<file path="src/rtl/uart_pkg.sv">
// uart_pkg: shared UART constants and tx FSM state encoding
package uart_pkg;
  localparam int CLKS_PER_BIT_DEF = 10416;
  localparam int FRAME_BITS = 8;
  typedef enum logic [1:0] {IDLE, START, DATA, STOP} tx_state_t;
endpackage

</file>
<file path="src/rtl/uart_fifo.sv">
// uart_fifo: single-clock FIFO with combinational head byte
module uart_fifo #(
  parameter int DEPTH = 16,
  parameter int W = 8,
  localparam int AW = $clog2(DEPTH)
) (
  input  logic         clk,
  input  logic         nrst,
  input  logic         push,
  input  logic         pop,
  input  logic [W-1:0] din,
  output logic [W-1:0] dout,
  output logic         full,
  output logic         empty,
  output logic [AW:0]  count
);
  logic [W-1:0] mem [DEPTH];
  logic [AW-1:0] wptr, rptr;
  logic do_push, do_pop;
  assign full = count == (AW+1)'(DEPTH);
  assign empty = count == '0;
  assign do_push = push & ~full;
  assign do_pop = pop & ~empty;
  assign dout = mem[rptr];
  always_ff @(posedge clk)
    if (!nrst) begin
      wptr <= '0;
      rptr <= '0;
      count <= '0;
    end else begin
      if (do_push) wptr <= wptr + 1'b1;
      if (do_pop) rptr <= rptr + 1'b1;
      count <= count + (AW+1)'(do_push) - (AW+1)'(do_pop);
    end
  always_ff @(posedge clk)
    if (do_push) mem[wptr] <= din;
endmodule

</file>
<file path="src/rtl/uart_tx_buffered.sv">
// uart_tx_buffered: 8N1 UART transmitter fed by a byte FIFO
module uart_tx_buffered
  import uart_pkg::*;
#(
  parameter int CLKS_PER_BIT = CLKS_PER_BIT_DEF,
  parameter int FIFO_DEPTH = 16
) (
  input  logic                         clk,
  input  logic                         nrst,
  input  logic [7:0]                   din,
  input  logic                         din_valid,
  output logic                         din_ready,
  output logic                         tx,
  output logic                         busy,
  output logic [$clog2(FIFO_DEPTH):0]  fifo_count
);
  localparam int CW = CLKS_PER_BIT > 1 ? $clog2(CLKS_PER_BIT) : 1;
  localparam int IW = $clog2(FRAME_BITS);
  tx_state_t state;
  logic [CW-1:0] cnt;
  logic [IW-1:0] idx;
  logic [FRAME_BITS-1:0] shift, head;
  logic en, full, empty, tc, pop;
  assign tc = cnt == CW'(CLKS_PER_BIT - 1);
  assign pop = ~empty & (state == IDLE | (state == STOP & tc));
  assign din_ready = en & ~full;
  assign busy = state != IDLE | ~empty;
  uart_fifo #(.DEPTH(FIFO_DEPTH), .W(FRAME_BITS)) u_fifo (
    .clk,
    .nrst,
    .push(din_valid & din_ready),
    .pop,
    .din,
    .dout(head),
    .full,
    .empty,
    .count(fifo_count)
  );
  always_ff @(posedge clk)
    if (!nrst) begin
      state <= IDLE;
      cnt <= '0;
      idx <= '0;
      shift <= '0;
      tx <= 1'b1;
      en <= 1'b0;
    end else begin
      en <= 1'b1;
      tx <= state == START ? 1'b0 : state == DATA ? shift[0] : 1'b1;
      cnt <= (state == IDLE || tc) ? '0 : cnt + 1'b1;
      if (pop) begin
        shift <= head;
        state <= START;
      end else if (tc && state != IDLE) begin
        if (state == START) begin
          state <= DATA;
          idx <= '0;
        end else if (state == DATA) begin
          shift <= shift >> 1;
          idx <= idx + 1'b1;
          if (idx == IW'(FRAME_BITS - 1)) state <= STOP;
        end else state <= IDLE;
      end
    end
endmodule

</file>
<file path="config.mk">
export PLATFORM = sky130hd
export DESIGN_NAME = uart_tx_buffered
export DESIGN_NICKNAME = d
export VERILOG_FILES = /design/src/rtl/uart_pkg.sv /design/src/rtl/uart_fifo.sv /design/src/rtl/uart_tx_buffered.sv
export SDC_FILE = /design/constraint.sdc
export NUM_CORES = 1
export LEC_CHECK = 0
export CAP_MARGIN = 30
export CORE_ASPECT_RATIO = 0.75
export CORE_MARGIN = 5
export CORE_UTILIZATION = 60
export DETAILED_ROUTE_END_ITERATION = 7
export GPL_TIMING_DRIVEN = 0
export PLACE_DENSITY = 0.83
export SYNTH_ARGS = -nofsm -noshare
export SYNTH_HDL_FRONTEND = slang
export SYNTH_HIERARCHICAL = 1
export SYNTH_SLANG_ARGS = --single-unit
</file>
<file path="constraint.sdc">
create_clock -name clk -period 8.8 [get_ports clk]
set_input_delay 1.32 -clock clk [delete_from_list [all_inputs] [get_ports clk]]
set_output_delay 1.32 -clock clk [all_outputs]
set_load 0.05 [all_outputs]
</file>
==> impl_summary.md <==
Placement
The number of port buffers is 18. The final weighted congestion in routability-driven placement is between 0.7 and 0.8. The number of placed instances, taps included, is around 660.

The detailed placer's ending HPWL is 9365 um.

Run status
The run finished with clean final reports.

Clock tree
Gates resized during post-CTS repair numbered 0. The CTS H-tree depth is 4. The number of buffers inserted to repair setup after CTS is 0. Buffers inserted during clock tree synthesis total 17. The number of hold buffers added after CTS was 0. In this run the clock root is driven by a sky130_fd_sc_hd__clkbuf_16. After clock tree synthesis, the clock-pin slew on the worst setup and hold paths is 70 ps. Counting along the longest clock path gives a buffer depth of 2.

Counting every sink on the clock net gives between 150 and 200. The clock tree from TritonCTS is yes. Clock latency on the worst-skew pair, taken at its later pin, is 420 ps.

Global routing
The initial antenna violation count came to 0. The overall global routing resource usage is 0.2028. Entering global routing, the biggest net connects 17 pins. The total overflow left after global routing is 0. The wire length of the first global-routing pass is 22640 um. The via count of the first global-routing pass is 4274.

Floorplanning
For this configuration, the core starts out at a cell density of 0.6061. The height of the die is around 110 um. 19 I/O pins were placed. The total core area is roughly 0.012 mm2. In this run the horizontal extent of the chip is about 140 um.

The area enclosed by the die boundary is around 0.015 mm2. The row count is 35.

Routing
The pre-antenna-repair detailed-routing pass consisted of 5 iterations. After detailed routing, the average wire length per cell comes to approximately 20 um. For this block, the initial DRC count from the detailed router was 376.

The remaining design rule violation count is 0. The final layout contains routed wiring with a total length of approximately 14000 um. The post-detailed-route via-to-cell ratio is around 6. The overall via count from detail_route is 4223. The count of nets left with antenna violations once routing finished came out at 0.

Synth
Yosys printed 6 warnings. Of the synthesized area, sequential elements account for 0.6458. The register bit total from synthesis is 174. The mean area per synthesized cell is 15.70 um2.

In the synthesized netlist the dominant register cell turns out to be sky130_fd_sc_hd__edfxtp_1. Counting flops with an async set or reset pin after synthesis yields a share of 0. The count of different cell masters after synthesis is between 50 and 60. Synthesis produced 470 cells. When the netlist entered floorplanning its net count stood at 501. The cell area that synthesis handed to floorplanning was between 0.007 and 0.008 mm2. Yosys mapped a number of flops with a built-in enable equal to 128.

Worst setup path
By startpoint and endpoint, the worst setup path is classified as flip-flop to flip-flop. The worst-case reg-to-reg path depth is 18. Traced cell by cell, the critical path runs through inv_1 > ha_1 > or4b_4 > inv_1 > nand2b_1 > inv_1 > a21oi_2 > inv_1 > nand2_1 > inv_1 > ha_1 > inv_1 > ha_1 > fa_1 > a21oi_1 > nor2_1 > or3_1 > and3_1.

The largest single stage delay on the critical path is 510 ps. Along the worst path, the maximum fanout reaches 10. The cell at the slowest stage of the critical path is sky130_fd_sc_hd__or4b_4. The register-to-register path setup slack is between 4000 and 5000 ps.

The critical path contains buffers and inverters numbering 6 combined. The worst reg2reg path endpoint is u_fifo/count[4]$_SDFF_PN0_. Counting buffers and inverters, the worst setup path is 18 cells deep.

The endpoint arrival time on the critical path is 4610 ps. In this run the worst setup path terminates at u_fifo/count[4]$_SDFF_PN0_. The library cell appearing most often on the critical path is sky130_fd_sc_hd__inv_1.

The worst register-to-register path begins at u_fifo/count[2]$_SDFF_PN0_. At the worst endpoint, the required time is between 9000 and 10000 ps. STA classifies the critical path endpoint as a flip-flop. The startpoint class of the critical path is a flip-flop. The critical path's top delay family is simple AND/OR/NAND/NOR gates. In this run the worst setup path begins at u_fifo/count[2]$_SDFF_PN0_.

Timing
Setup repair after global routing left no endpoint under its margin. The worst pin sits at a relative slew slack of 0.3595. For this run, the top clock speed supported by timing is 233.0 MHz. At the pin with the least slew margin, the transition time is 957.2 ps. Setup violations remaining at the end of the flow were counted as 0.

The shortest clock period the worst path allows after layout is approximately 4300 ps. The post-route clock period utilization is 0.4878. The final count of pins violating max slew came to 0. The number of hold-slack violations in the final timing report is 0. Adding up every negative setup slack in the final design gives 0 ps. The setup clock skew after layout is 10.57 ps.

Final layout
The number of antenna diodes in the final layout is 0. From synthesis to final layout, the design area changed by 13.91%. For this run, the post-layout net count is between 500 and 600. The fraction of final layout cells sized beyond drive strength 1 is 0.1508. The final non-filler cell total is 690.

Power
IR analysis of the VDD net gives a maximum drop of about 200 uV. Power spread over the standard cell area amounts to 265.4 mW/mm2. The leakage power summed over all cells is between 0.002 and 0.003 uW.

Worst hold path
The type of the worst min-delay path is flip-flop to flip-flop.

Job
The max-cap violation count is 0.
-- cells in the final DEF, fill, tap and decap left out, types with 6 or more instances in the layout --
master                            count
sky130_fd_sc_hd__and2_1              22
sky130_fd_sc_hd__nand3_1             10
sky130_fd_sc_hd__nand4_1              8
sky130_fd_sc_hd__a22oi_1             16
sky130_fd_sc_hd__nand2_1             17
sky130_fd_sc_hd__buf_6                6
sky130_fd_sc_hd__clkdlybuf4s50_1     18
sky130_fd_sc_hd__edfxtp_1           128
sky130_fd_sc_hd__mux4_1              14
sky130_fd_sc_hd__nand2b_1             8
sky130_fd_sc_hd__nor2_1              21
sky130_fd_sc_hd__xnor2_1              7
sky130_fd_sc_hd__xor2_1              12
sky130_fd_sc_hd__dfxtp_1             46
sky130_fd_sc_hd__o21ai_0              9
sky130_fd_sc_hd__mux4_2              18
sky130_fd_sc_hd__clkbuf_16           19
sky130_fd_sc_hd__a21oi_1             14
sky130_fd_sc_hd__mux2i_1              8
sky130_fd_sc_hd__buf_4                6
sky130_fd_sc_hd__ha_1                19
sky130_fd_sc_hd__o311ai_0             7
sky130_fd_sc_hd__inv_1               21
-- registers in the layout, indices dropped and copies added, names as in the netlist, named ones only --
signal / count
u_fifo/mem: 128
cnt: 14
shift: 8
u_fifo/count: 5
u_fifo/rptr: 4
u_fifo/wptr: 4
idx: 3
state: 2
en: 1
tx: 1
-- cells in the mapped netlist (2+ instances only) --
cell | instances | share of area
sky130_fd_sc_hd__xnor2_1 | 7 | 0.0083
sky130_fd_sc_hd__and4_1 | 3 | 0.0036
sky130_fd_sc_hd__nand2_1 | 17 | 0.0086
sky130_fd_sc_hd__ha_1 | 19 | 0.032
sky130_fd_sc_hd__or3_1 | 4 | 0.0034
sky130_fd_sc_hd__dfxtp_1 | 46 | 0.12
sky130_fd_sc_hd__edfxtp_1 | 128 | 0.52
sky130_fd_sc_hd__nor3b_1 | 4 | 0.0041
sky130_fd_sc_hd__a21oi_1 | 14 | 0.0095
sky130_fd_sc_hd__or4_1 | 2 | 0.0020
sky130_fd_sc_hd__and3_1 | 3 | 0.0025
sky130_fd_sc_hd__nand2b_1 | 8 | 0.0068
sky130_fd_sc_hd__clkdlybuf4s25_2 | 3 | 0.0041
sky130_fd_sc_hd__o311ai_0 | 7 | 0.0083
sky130_fd_sc_hd__buf_4 | 2 | 0.0020
sky130_fd_sc_hd__mux2i_1 | 8 | 0.011
sky130_fd_sc_hd__inv_1 | 21 | 0.011
sky130_fd_sc_hd__nor4_1 | 5 | 0.0042
sky130_fd_sc_hd__mux4_2 | 18 | 0.055
sky130_fd_sc_hd__o21ai_0 | 9 | 0.0061
sky130_fd_sc_hd__nor2_1 | 21 | 0.011
sky130_fd_sc_hd__a21boi_0 | 2 | 0.0020
sky130_fd_sc_hd__and2_1 | 22 | 0.019
sky130_fd_sc_hd__nor2b_1 | 5 | 0.0042
sky130_fd_sc_hd__a22oi_1 | 16 | 0.016
sky130_fd_sc_hd__nand4_1 | 8 | 0.0068
sky130_fd_sc_hd__buf_2 | 3 | 0.0020
sky130_fd_sc_hd__clkbuf_1 | 4 | 0.0020
sky130_fd_sc_hd__xor2_1 | 12 | 0.014
sky130_fd_sc_hd__nand3_1 | 10 | 0.0068
sky130_fd_sc_hd__buf_6 | 6 | 0.0092
sky130_fd_sc_hd__mux4_1 | 14 | 0.050
-- where the power goes --
| part | internal (uW) | switching (uW) | total, uW |
|---|---|---|---|
| Combinational | 240 | 305 | 545 |
| Sequential | 929 | 33.5 | 963 |
| Clock | 409 | 313 | 722 |
-- worst min-delay path by stage --
stage                                        to  cells past startpoint  slack (ps)                   from
after floorplan               cnt[0]$_SDFF_PP0_                      1         430      cnt[0]$_SDFF_PP0_
after global placement        cnt[0]$_SDFF_PP0_                      1         440      cnt[0]$_SDFF_PP0_
after detailed placement  shift[7]$_SDFFE_PN0P_                      2         470  shift[7]$_SDFFE_PN0P_
after CTS                 shift[7]$_SDFFE_PN0P_                      2         480  shift[7]$_SDFFE_PN0P_
after global routing          cnt[0]$_SDFF_PP0_                      1         520      cnt[0]$_SDFF_PP0_
final                         cnt[0]$_SDFF_PP0_                      1         480      cnt[0]$_SDFF_PP0_
-- cells by family (layout without fill, tap and decap cells) --
group                      after synthesis  after routing  synth area share
DFF                                    174            174            0.6458
and+or+nand+nor                        124            124            0.1029
AOI/OAI and AO/OA                       53             53           0.04765
muxes                                   40             40            0.1157
buffers and inverters                   40             94           0.03052
adders and majority gates               20             20           0.03493
xor gates and xnor gates                19             19           0.02255
-- area by class of cell --
| cell class | instances | area [um2] |
|---|---|---|
| Timing Repair Buffer | 22 | 210.2 |
| Multi-Input combinational cell | 256 | 2414 |
| Inverter | 21 | 78.83 |
| Buffer | 19 | 146.4 |
| Sequential cell | 174 | 4765 |
| Fill cell | 827 | 3770 |
| Tap cell | 166 | 207.7 |
| Clock buffer | 21 | 493.0 |
| Clock inverter | 11 | 90.09 |
-- through the flow --
step	worst slack (ps)	cell area, um2	utilization	power [uW]	hold slack, ps
finish	4508	8404	0.6903	2230	477.1
global route	4260	8404	0.6903	2332	515.5
CTS	4553	8404	0.6903	2241	480.0
detailed placement	4587	7821	0.6424	1518	467.9
global placement	4668	7766	0.6379	1494	438.6
floorplan	4660	7378	-	1369	426.0
-- routing by layer --
layer	GRT usage	share of wire
met5	0	0
met1	0.2745	0.44
met2	0.3294	0.47
met3	0.06070	0.080
met4	0.04584	0.0092
Power figures use the tool's default switching activity.
